**src/rtl/corefifo_gray_ptr_sync_level_if.sv**
```systemverilog
// Pointer-synchronizer bus: far-domain Gray pointer and local pointer in,
// synchronized pointer, level and error flags out.
interface corefifo_gray_ptr_sync_level_if #(
  parameter int ADDRWIDTH = 3
);
  logic [ADDRWIDTH:0] gray_in;
  logic [ADDRWIDTH:0] local_bin;
  logic               err_clr;
  logic [ADDRWIDTH:0] sync_gray;
  logic [ADDRWIDTH:0] sync_bin;
  logic               upd;
  logic [ADDRWIDTH:0] level;
  logic               at_limit;
  logic               gray_err;
  logic               lvl_err;

  modport master (
    output gray_in, local_bin, err_clr,
    input  sync_gray, sync_bin, upd, level, at_limit, gray_err, lvl_err
  );

  modport slave (
    input  gray_in, local_bin, err_clr,
    output sync_gray, sync_bin, upd, level, at_limit, gray_err, lvl_err
  );
endinterface

```
**src/rtl/corefifo_gray_ptr_sync_level.sv**
```systemverilog
// Destination-side Gray pointer synchronizer with Gray-to-binary conversion,
// illegal-transition detection and a registered, saturating fill/available level.
module corefifo_gray_ptr_sync_level #(
  parameter int NUM_STAGES = 2,
  parameter int ADDRWIDTH  = 3,
  parameter int LEVEL_MODE = 0,
  parameter int ERR_STICKY = 1
) (
  input  logic                           clk,
  input  logic                           arstn,
  input  logic                           srstn,
  corefifo_gray_ptr_sync_level_if.slave  bus
);
  localparam int            W            = ADDRWIDTH + 1;
  localparam logic [W-1:0]  DEPTH        = {1'b1, {ADDRWIDTH{1'b0}}};
  localparam logic [W-1:0]  ONE          = {{ADDRWIDTH{1'b0}}, 1'b1};
  localparam logic [W-1:0]  ZERO         = {W{1'b0}};
  localparam logic          STICKY       = (ERR_STICKY != 0);
  localparam logic          AT_LIMIT_RST = (LEVEL_MODE != 0);

  logic [NUM_STAGES-1:0][W-1:0] stage_reg;
  logic [W-1:0] prev_gray_reg;
  logic [W-1:0] sync_bin_reg;
  logic         upd_reg;
  logic [W-1:0] level_reg;
  logic         at_limit_reg;
  logic         gray_err_reg;
  logic         lvl_err_reg;

  logic [W-1:0] sync_gray;
  logic [W-1:0] conv_bin;
  logic [W-1:0] gray_diff;
  logic         gray_set;
  logic [W-1:0] diff;
  logic         diff_sat;
  logic [W-1:0] level_next;
  logic         at_limit_next;
  logic         gray_err_next;
  logic         lvl_err_next;

  // Plain flop chain: nothing but wires between stages.
  always_ff @(posedge clk or negedge arstn) begin
    if (!arstn) begin
      stage_reg <= '0;
    end else if (!srstn) begin
      stage_reg <= '0;
    end else begin
      stage_reg[0] <= bus.gray_in;
      for (int i = 1; i < NUM_STAGES; i++) begin
        stage_reg[i] <= stage_reg[i-1];
      end
    end
  end

  assign sync_gray = stage_reg[NUM_STAGES-1];

  // Each binary bit is the XOR of all Gray bits at or above it.
  genvar gi;
  generate
    for (gi = 0; gi < W; gi++) begin : g_g2b
      assign conv_bin[gi] = ^sync_gray[W-1:gi];
    end
  endgenerate

  // x & (x-1) is non-zero exactly when more than one bit of x is set.
  assign gray_diff = sync_gray ^ prev_gray_reg;
  assign gray_set  = |(gray_diff & (gray_diff - ONE));

  assign diff          = (LEVEL_MODE == 0) ? (bus.local_bin - sync_bin_reg)
                                           : (sync_bin_reg - bus.local_bin);
  assign diff_sat      = (diff > DEPTH);
  assign level_next    = diff_sat ? DEPTH : diff;
  assign at_limit_next = (LEVEL_MODE == 0) ? (level_next == DEPTH) : (level_next == ZERO);

  // A new set always beats a clear arriving in the same cycle.
  assign gray_err_next = gray_set | (STICKY & gray_err_reg & ~bus.err_clr);
  assign lvl_err_next  = diff_sat | (STICKY & lvl_err_reg & ~bus.err_clr);

  always_ff @(posedge clk or negedge arstn) begin
    if (!arstn) begin
      prev_gray_reg <= '0;
      sync_bin_reg  <= '0;
      upd_reg       <= 1'b0;
      level_reg     <= '0;
      at_limit_reg  <= AT_LIMIT_RST;
      gray_err_reg  <= 1'b0;
      lvl_err_reg   <= 1'b0;
    end else if (!srstn) begin
      prev_gray_reg <= '0;
      sync_bin_reg  <= '0;
      upd_reg       <= 1'b0;
      level_reg     <= '0;
      at_limit_reg  <= AT_LIMIT_RST;
      gray_err_reg  <= 1'b0;
      lvl_err_reg   <= 1'b0;
    end else begin
      prev_gray_reg <= sync_gray;
      sync_bin_reg  <= conv_bin;
      upd_reg       <= (conv_bin != sync_bin_reg);
      level_reg     <= level_next;
      at_limit_reg  <= at_limit_next;
      gray_err_reg  <= gray_err_next;
      lvl_err_reg   <= lvl_err_next;
    end
  end

  assign bus.sync_gray = sync_gray;
  assign bus.sync_bin  = sync_bin_reg;
  assign bus.upd       = upd_reg;
  assign bus.level     = level_reg;
  assign bus.at_limit  = at_limit_reg;
  assign bus.gray_err  = gray_err_reg;
  assign bus.lvl_err   = lvl_err_reg;
endmodule
```
**src/flat_wrapper.sv**
```systemverilog
// flat-port wrapper written by rule: the top's interface ports become plain ports
module corefifo_gray_ptr_sync_level_flat 
#(
  parameter int NUM_STAGES = 2,
  parameter int ADDRWIDTH  = 3,
  parameter int LEVEL_MODE = 0,
  parameter int ERR_STICKY = 1
)
  (clk, arstn, srstn, bus_gray_in, bus_local_bin, bus_err_clr, bus_sync_gray, bus_sync_bin, bus_upd, bus_level, bus_at_limit, bus_gray_err, bus_lvl_err);
  corefifo_gray_ptr_sync_level_if #(.ADDRWIDTH(ADDRWIDTH)) bus_i ();
  input  logic clk;
  input  logic arstn;
  input  logic srstn;
  input wire logic [$bits(bus_i.gray_in)-1:0] bus_gray_in;
  input wire logic [$bits(bus_i.local_bin)-1:0] bus_local_bin;
  input wire logic [$bits(bus_i.err_clr)-1:0] bus_err_clr;
  output wire logic [$bits(bus_i.sync_gray)-1:0] bus_sync_gray;
  output wire logic [$bits(bus_i.sync_bin)-1:0] bus_sync_bin;
  output wire logic [$bits(bus_i.upd)-1:0] bus_upd;
  output wire logic [$bits(bus_i.level)-1:0] bus_level;
  output wire logic [$bits(bus_i.at_limit)-1:0] bus_at_limit;
  output wire logic [$bits(bus_i.gray_err)-1:0] bus_gray_err;
  output wire logic [$bits(bus_i.lvl_err)-1:0] bus_lvl_err;
  assign bus_i.gray_in = bus_gray_in;
  assign bus_i.local_bin = bus_local_bin;
  assign bus_i.err_clr = bus_err_clr;
  assign bus_sync_gray = bus_i.sync_gray;
  assign bus_sync_bin = bus_i.sync_bin;
  assign bus_upd = bus_i.upd;
  assign bus_level = bus_i.level;
  assign bus_at_limit = bus_i.at_limit;
  assign bus_gray_err = bus_i.gray_err;
  assign bus_lvl_err = bus_i.lvl_err;
  corefifo_gray_ptr_sync_level #(.NUM_STAGES(NUM_STAGES), .ADDRWIDTH(ADDRWIDTH), .LEVEL_MODE(LEVEL_MODE), .ERR_STICKY(ERR_STICKY)) u_core (.clk(clk), .arstn(arstn), .srstn(srstn), .bus(bus_i));
endmodule
```
**config.mk**
```make
export PLATFORM = sky130hd
export DESIGN_NAME = corefifo_gray_ptr_sync_level_flat
export DESIGN_NICKNAME = d
export VERILOG_FILES = /design/src/rtl/corefifo_gray_ptr_sync_level_if.sv /design/src/rtl/corefifo_gray_ptr_sync_level.sv /design/src/flat_wrapper.sv
export SDC_FILE = /design/constraint.sdc
export NUM_CORES = 1
export LEC_CHECK = 0
export ABC_AREA = 1
export CAP_MARGIN = 20
export CORE_ASPECT_RATIO = 0.9
export CORE_MARGIN = 2
export CORE_UTILIZATION = 45
export CTS_CLUSTER_DIAMETER = 120
export DETAILED_ROUTE_END_ITERATION = 16
export GPL_ROUTABILITY_DRIVEN = 0
export HOLD_SLACK_MARGIN = 0.08
export PLACE_DENSITY = 0.81
export SLEW_MARGIN = 20
export SYNTH_ARGS = -nofsm -noshare
export SYNTH_HDL_FRONTEND = slang
export SYNTH_SLANG_ARGS = --single-unit
```
**constraint.sdc**
```tcl
create_clock -name clk -period 3.2 [get_ports clk]
set_input_delay 0.8 -clock clk [delete_from_list [all_inputs] [get_ports clk]]
set_output_delay 0.8 -clock clk [all_outputs]
set_load 0.01 [all_outputs]
```
### Word level (Yosys, flattened, before mapping)

Cells that the tools add are included.

| operators by class | value |
|---|---|
| add/sub/neg operators | 2 |
| $lt $le $gt $ge | 1 |
| eq/ne operators | 2 |
| multiplexer cells | 9 |
| bitwise logic cells | 7 |
| reduce and logical (&&, ||, !) cells | 4 |

Operators with widths:

| kind | number |
|---|---|
| 2-to-1 mux 4 bit | 4 |
| 2-to-1 mux 8 bit | 1 |
| AND 4 bit | 1 |
| equality test 4 bit (second input constant) | 1 |
| greater-than comparator 4 bit (second input constant) | 1 |
| 2-to-1 mux 1 bit | 4 |
| != test 4 bit | 1 |
| OR reduction 4 bit | 1 |
| parity 4 bit | 1 |
| subtractor 4 x 1 -> 4 bit (second input constant) | 1 |
| subtractor 4 bit | 1 |
| XOR 4 bit | 1 |
| parity 3 bit | 1 |
| AND 1 bit | 2 |
| bitwise OR 1 bit | 2 |
| parity 2 bit | 1 |
| NOT 1 bit | 1 |

| word-level totals | value |
|---|---|
| flip-flop bits (word level) | 24 |
| input port bits | 12 |
| output and inout port bits | 16 |
| logic and storage cells | 34 |

### Depth between registers and ports, before layout

| logic depth | value |
|---|---|
| depth after elaboration | 6 |
| gate-level depth with buffers | 10 |
| depth with buffers taken out | 10 |

### Worst setup path before layout

No wires, ideal clock.

| path | value |
|---|---|
| path type | input to register |
| from | input port bus_local_bin[0] |
| to | register u_core.level_reg[1], in the netlist u_core.bus.level[1] |
| setup time | 73 ps |
| arrival | 1,835 ps |
| data required time | 3,127 ps |
| slack | 1,292 ps |
| stages | 9 |
| buffers on the path | 0 |
| path through | inv_1 > ha_1 > inv_1 > fa_1 > xnor2_1 > nand3b_1 > nand2_1 > nand2_1 > nor2_1 |

| on the way | value |
|---|---|
| cells in the longest elaborated chain, start to end | 4 |

RTL lines:

| element | line | RTL |
|---|---|---|
| start: declaration | flat_wrapper.sv:15 | `input wire logic [$bits(bus_i.local_bin)-1:0] bus_local_bin;` |
| subtractor 4 bit (*) | corefifo_gray_ptr_sync_level.sv:69 | `assign diff = (LEVEL_MODE == 0) ? (bus.local_bin - sync_bin_reg)` |
| greater-than comparator 4 bit | corefifo_gray_ptr_sync_level.sv:71 | `assign diff_sat = (diff > DEPTH);` |
| 2-to-1 mux 4 bit (*) | corefifo_gray_ptr_sync_level.sv:72 | `assign level_next = diff_sat ? DEPTH : diff;` |
| 2-to-1 mux 4 bit (*) | corefifo_gray_ptr_sync_level.sv:88 | `end else if (!srstn) begin` |
| end signal: assignment | corefifo_gray_ptr_sync_level.sv:100 | `level_reg <= level_next;` |
| end: declaration | corefifo_gray_ptr_sync_level.sv:25 | `logic [W-1:0] level_reg;` |

Every way passes the cells marked *; elsewhere a longest branch is shown, timed or not.

### Final worst setup path

| path | value |
|---|---|
| from | register u_core.stage_reg (netlist bit u_core.bus.sync_gray[1]) |
| to | output port bus_sync_gray[1] |

RTL lines:

| element | line | RTL |
|---|---|---|
| start: declaration | corefifo_gray_ptr_sync_level.sv:21 | `logic [NUM_STAGES-1:0][W-1:0] stage_reg;` |
| start signal: indexed assignment | corefifo_gray_ptr_sync_level.sv:50 | `stage_reg[i] <= stage_reg[i-1];` |
| end: declaration | flat_wrapper.sv:17 | `output wire logic [$bits(bus_i.sync_gray)-1:0] bus_sync_gray;` |

No word-level cell between the ends.

==> results_dict.tcl <==
set metrics [dict create \
    status "complete, no violations" \
    overflow 0 \
    track_usage_pct 15.3 \
    die_w_um 57.4 \
    fin_crit_sh_pct 70.5 \
    grt_pass1_vias 765 \
    post-place-ws_ps 769 \
    synth_top_cell_area_share_pct 49.8 \
    setup_viol 0 \
    synth_area_leaders "dfrtp_1 (50%), nand2_1 (11%), inv_1 (8.1%), xnor2_1 (4.5%), nand3_1 (4.3%)" \
    final_common_cell "nand2_1" \
    grt_max_degree 24 \
    die_h_um 52.1 \
    num_rows 17 \
    diodes 0 \
    cts.clk_slew.worst_paths_ps 130 \
    final_cell_mix "nand2_1 (34), clkdlybuf4s50_1 (27), inv_1 (25)" \
    ff2ff_setup_slack_ps 1500 \
    vias 914 \
    critical_path_class "reg -> out" \
    cp_data_arrival_time_ps 1460 \
    wl_mm 2.08 \
    min_period_ps 2260 \
    setup_slack_ps 944 \
    path_buf_inv 1 \
    slew_headroom_pct 67.9 \
    syn_inst 137 \
    end_kind "output port" \
    areaGrowthSynthToFinish_pct 25.1 \
    numCtsBuffers 3 \
    synth_top_cell_by_area "dfrtp_1" \
    start_util_pct 47.3 \
    yosys.area_share.simple_pct 24.4 \
    p_leak_nw 0.793 \
    ios 28 \
    worst_pin_slew_ps 481 \
    fmax_ghz 0.443 \
    drt_iter0_drc 21 \
    synth_top_family_by_area "simple AND/OR/NAND/NOR gates" \
    path_cells "clkdlybuf4s50_1" \
    dp_hpwl_mm 1.67 \
    core_um2 2450 \
    synth_area_um2 1160 \
    viasPerCell 4.81 \
    hold_viol 0 \
    clock_latency_ps 320 \
    maxCapViolCount 0 \
    die-area_um2 2990 \
    synthAdderAreaFrac_pct 4.98 \
    slew_viol_final 0 \
    nets 179 \
    rsz0062_at_grt "false" \
    critical_path.slowest_cell "clkdlybuf4s50_1" \
    synth-seq-cells 23 \
    post_cts_buffers 0 \
    slowest_delay_ps 600 \
    hold_class "reg -> reg" \
    postRouteAntennaNets 0 \
    cts_resized 0 \
    hold_buffers 0 \
    holdPathStages 2 \
    setup_tns_ps 0 \
    antenna_found_initial 0 \
    clock_tree.root_cell "clkbuf_4" \
    synth_fp_nets 153 \
    clock-sinks 23 \
    h-tree-depth 1 \
    yosysWarnings 0 \
    synth.distinct_cells 19 \
    grt_pass1_wl_mm 3.39 \
    critPathLaunchType "register" \
    yosysSeqAreaShare_pct 49.8 \
    cp.depth 1 \
    synthMuxAreaShare_pct 0 \
    synthXorXnorAreaFrac_pct 5.30 \
    cp_max_fo 8 \
    worstRegToRegCells 9 \
    path_delay_family "buffers and inverters" \
    p_per_area_nw_per_um2 406 \
    required_ps 2400 \
    ir_drop_uv 382 \
    io_buffers 27 \
    cts.path.max_buffers 2 \
    synth.avg_cell_area_um2 8.44 \
    clock_skew_ps 3.28 \
    wl_per_cell_um 10.9 \
    drive_gt1_share_pct 8.02 \
    fill_cells 210 \
    whs_ps 454 \
    cts_tree "yes" \
    drt_pass1_iterations 4 \
    synth-compound-area-share_pct 1.95 \
    drcViolationCount 0 \
]
[final timing paths]
kind	from	end
hold reg to reg	u_core.stage_reg[1]	u_core.bus.sync_gray[1]
min in group asynchronous	arstn	u_core.bus.sync_gray[2]
setup reg to reg	u_core.bus.sync_bin[2]	u_core.bus.level[2]
setup / recovery	u_core.bus.sync_gray[1]	bus_sync_gray[1]
hold / removal	u_core.stage_reg[1]	u_core.bus.sync_gray[1]
max in group asynchronous	arstn	u_core.bus.sync_gray[0]
[through the flow]
step | total power, W | utilization, % | cell area, µm² | instances
after floorplan | 0.000395 | - | 1160 | 137
after global placement | 0.000450 | 57.9 | 1420 | 186
after detailed placement | 0.000456 | 57.9 | 1420 | 186
after CTS | 0.000594 | 59.1 | 1450 | 190
after global routing | 0.000619 | 59.1 | 1450 | 190
final | 0.000587 | 59.1 | 1450 | 190
[synth_stat cells, drive strengths merged]
master / number
nand2: 40
inv: 27
dfrtp: 23
nor2: 13
nand3: 10
buf: 6
xnor2: 6
a21oi: 3
ha: 3
clkbuf: 1
clkinv: 1
fa: 1
nand3b: 1
o21bai: 1
xor2: 1
[logic make-up after synthesis]
logic type,after synthesis
AND/OR/NAND/NOR,64
adder cells (fa/ha/maj),4
flip-flops,23
buffers and inverters,35
AO/OA/AOI/OAI,4
XOR/XNOR,7
[power breakdown]
group / internal [W] / leakage (nW) / switching, W
Combinational: 0.0000645 / 0.474 / 0.0000639
Clock: 0.0000478 / 0.0139 / 0.0000907
Sequential: 0.000309 / 0.305 / 0.0000116
Total: 0.000421 / 0.793 / 0.000166
[per-layer routing]
metal | GRT usage, % | vias to the layer above | share of wire [%]
met3 | 6.72 | 6 | 8.6
met4 | 4.26 | 0 | 1.3
li1 | - | 448 | -
met5 | 0 | - | 0
met1 | 18.1 | 429 | 40
met2 | 25.4 | 31 | 50
[final cells by class]
type,instances,area [µm²],area share [%]
sequential,23,576,39.8
multi-input combinational,79,423,29.2
timing repair buffer,28,278,19.2
inverter,28,105,7.27
tap,28,35.0,2.42
clock buffer,3,22.5,1.56
clock inverter,1,7.51,0.519
No activity file was read; power rests on OpenSTA's default activity.
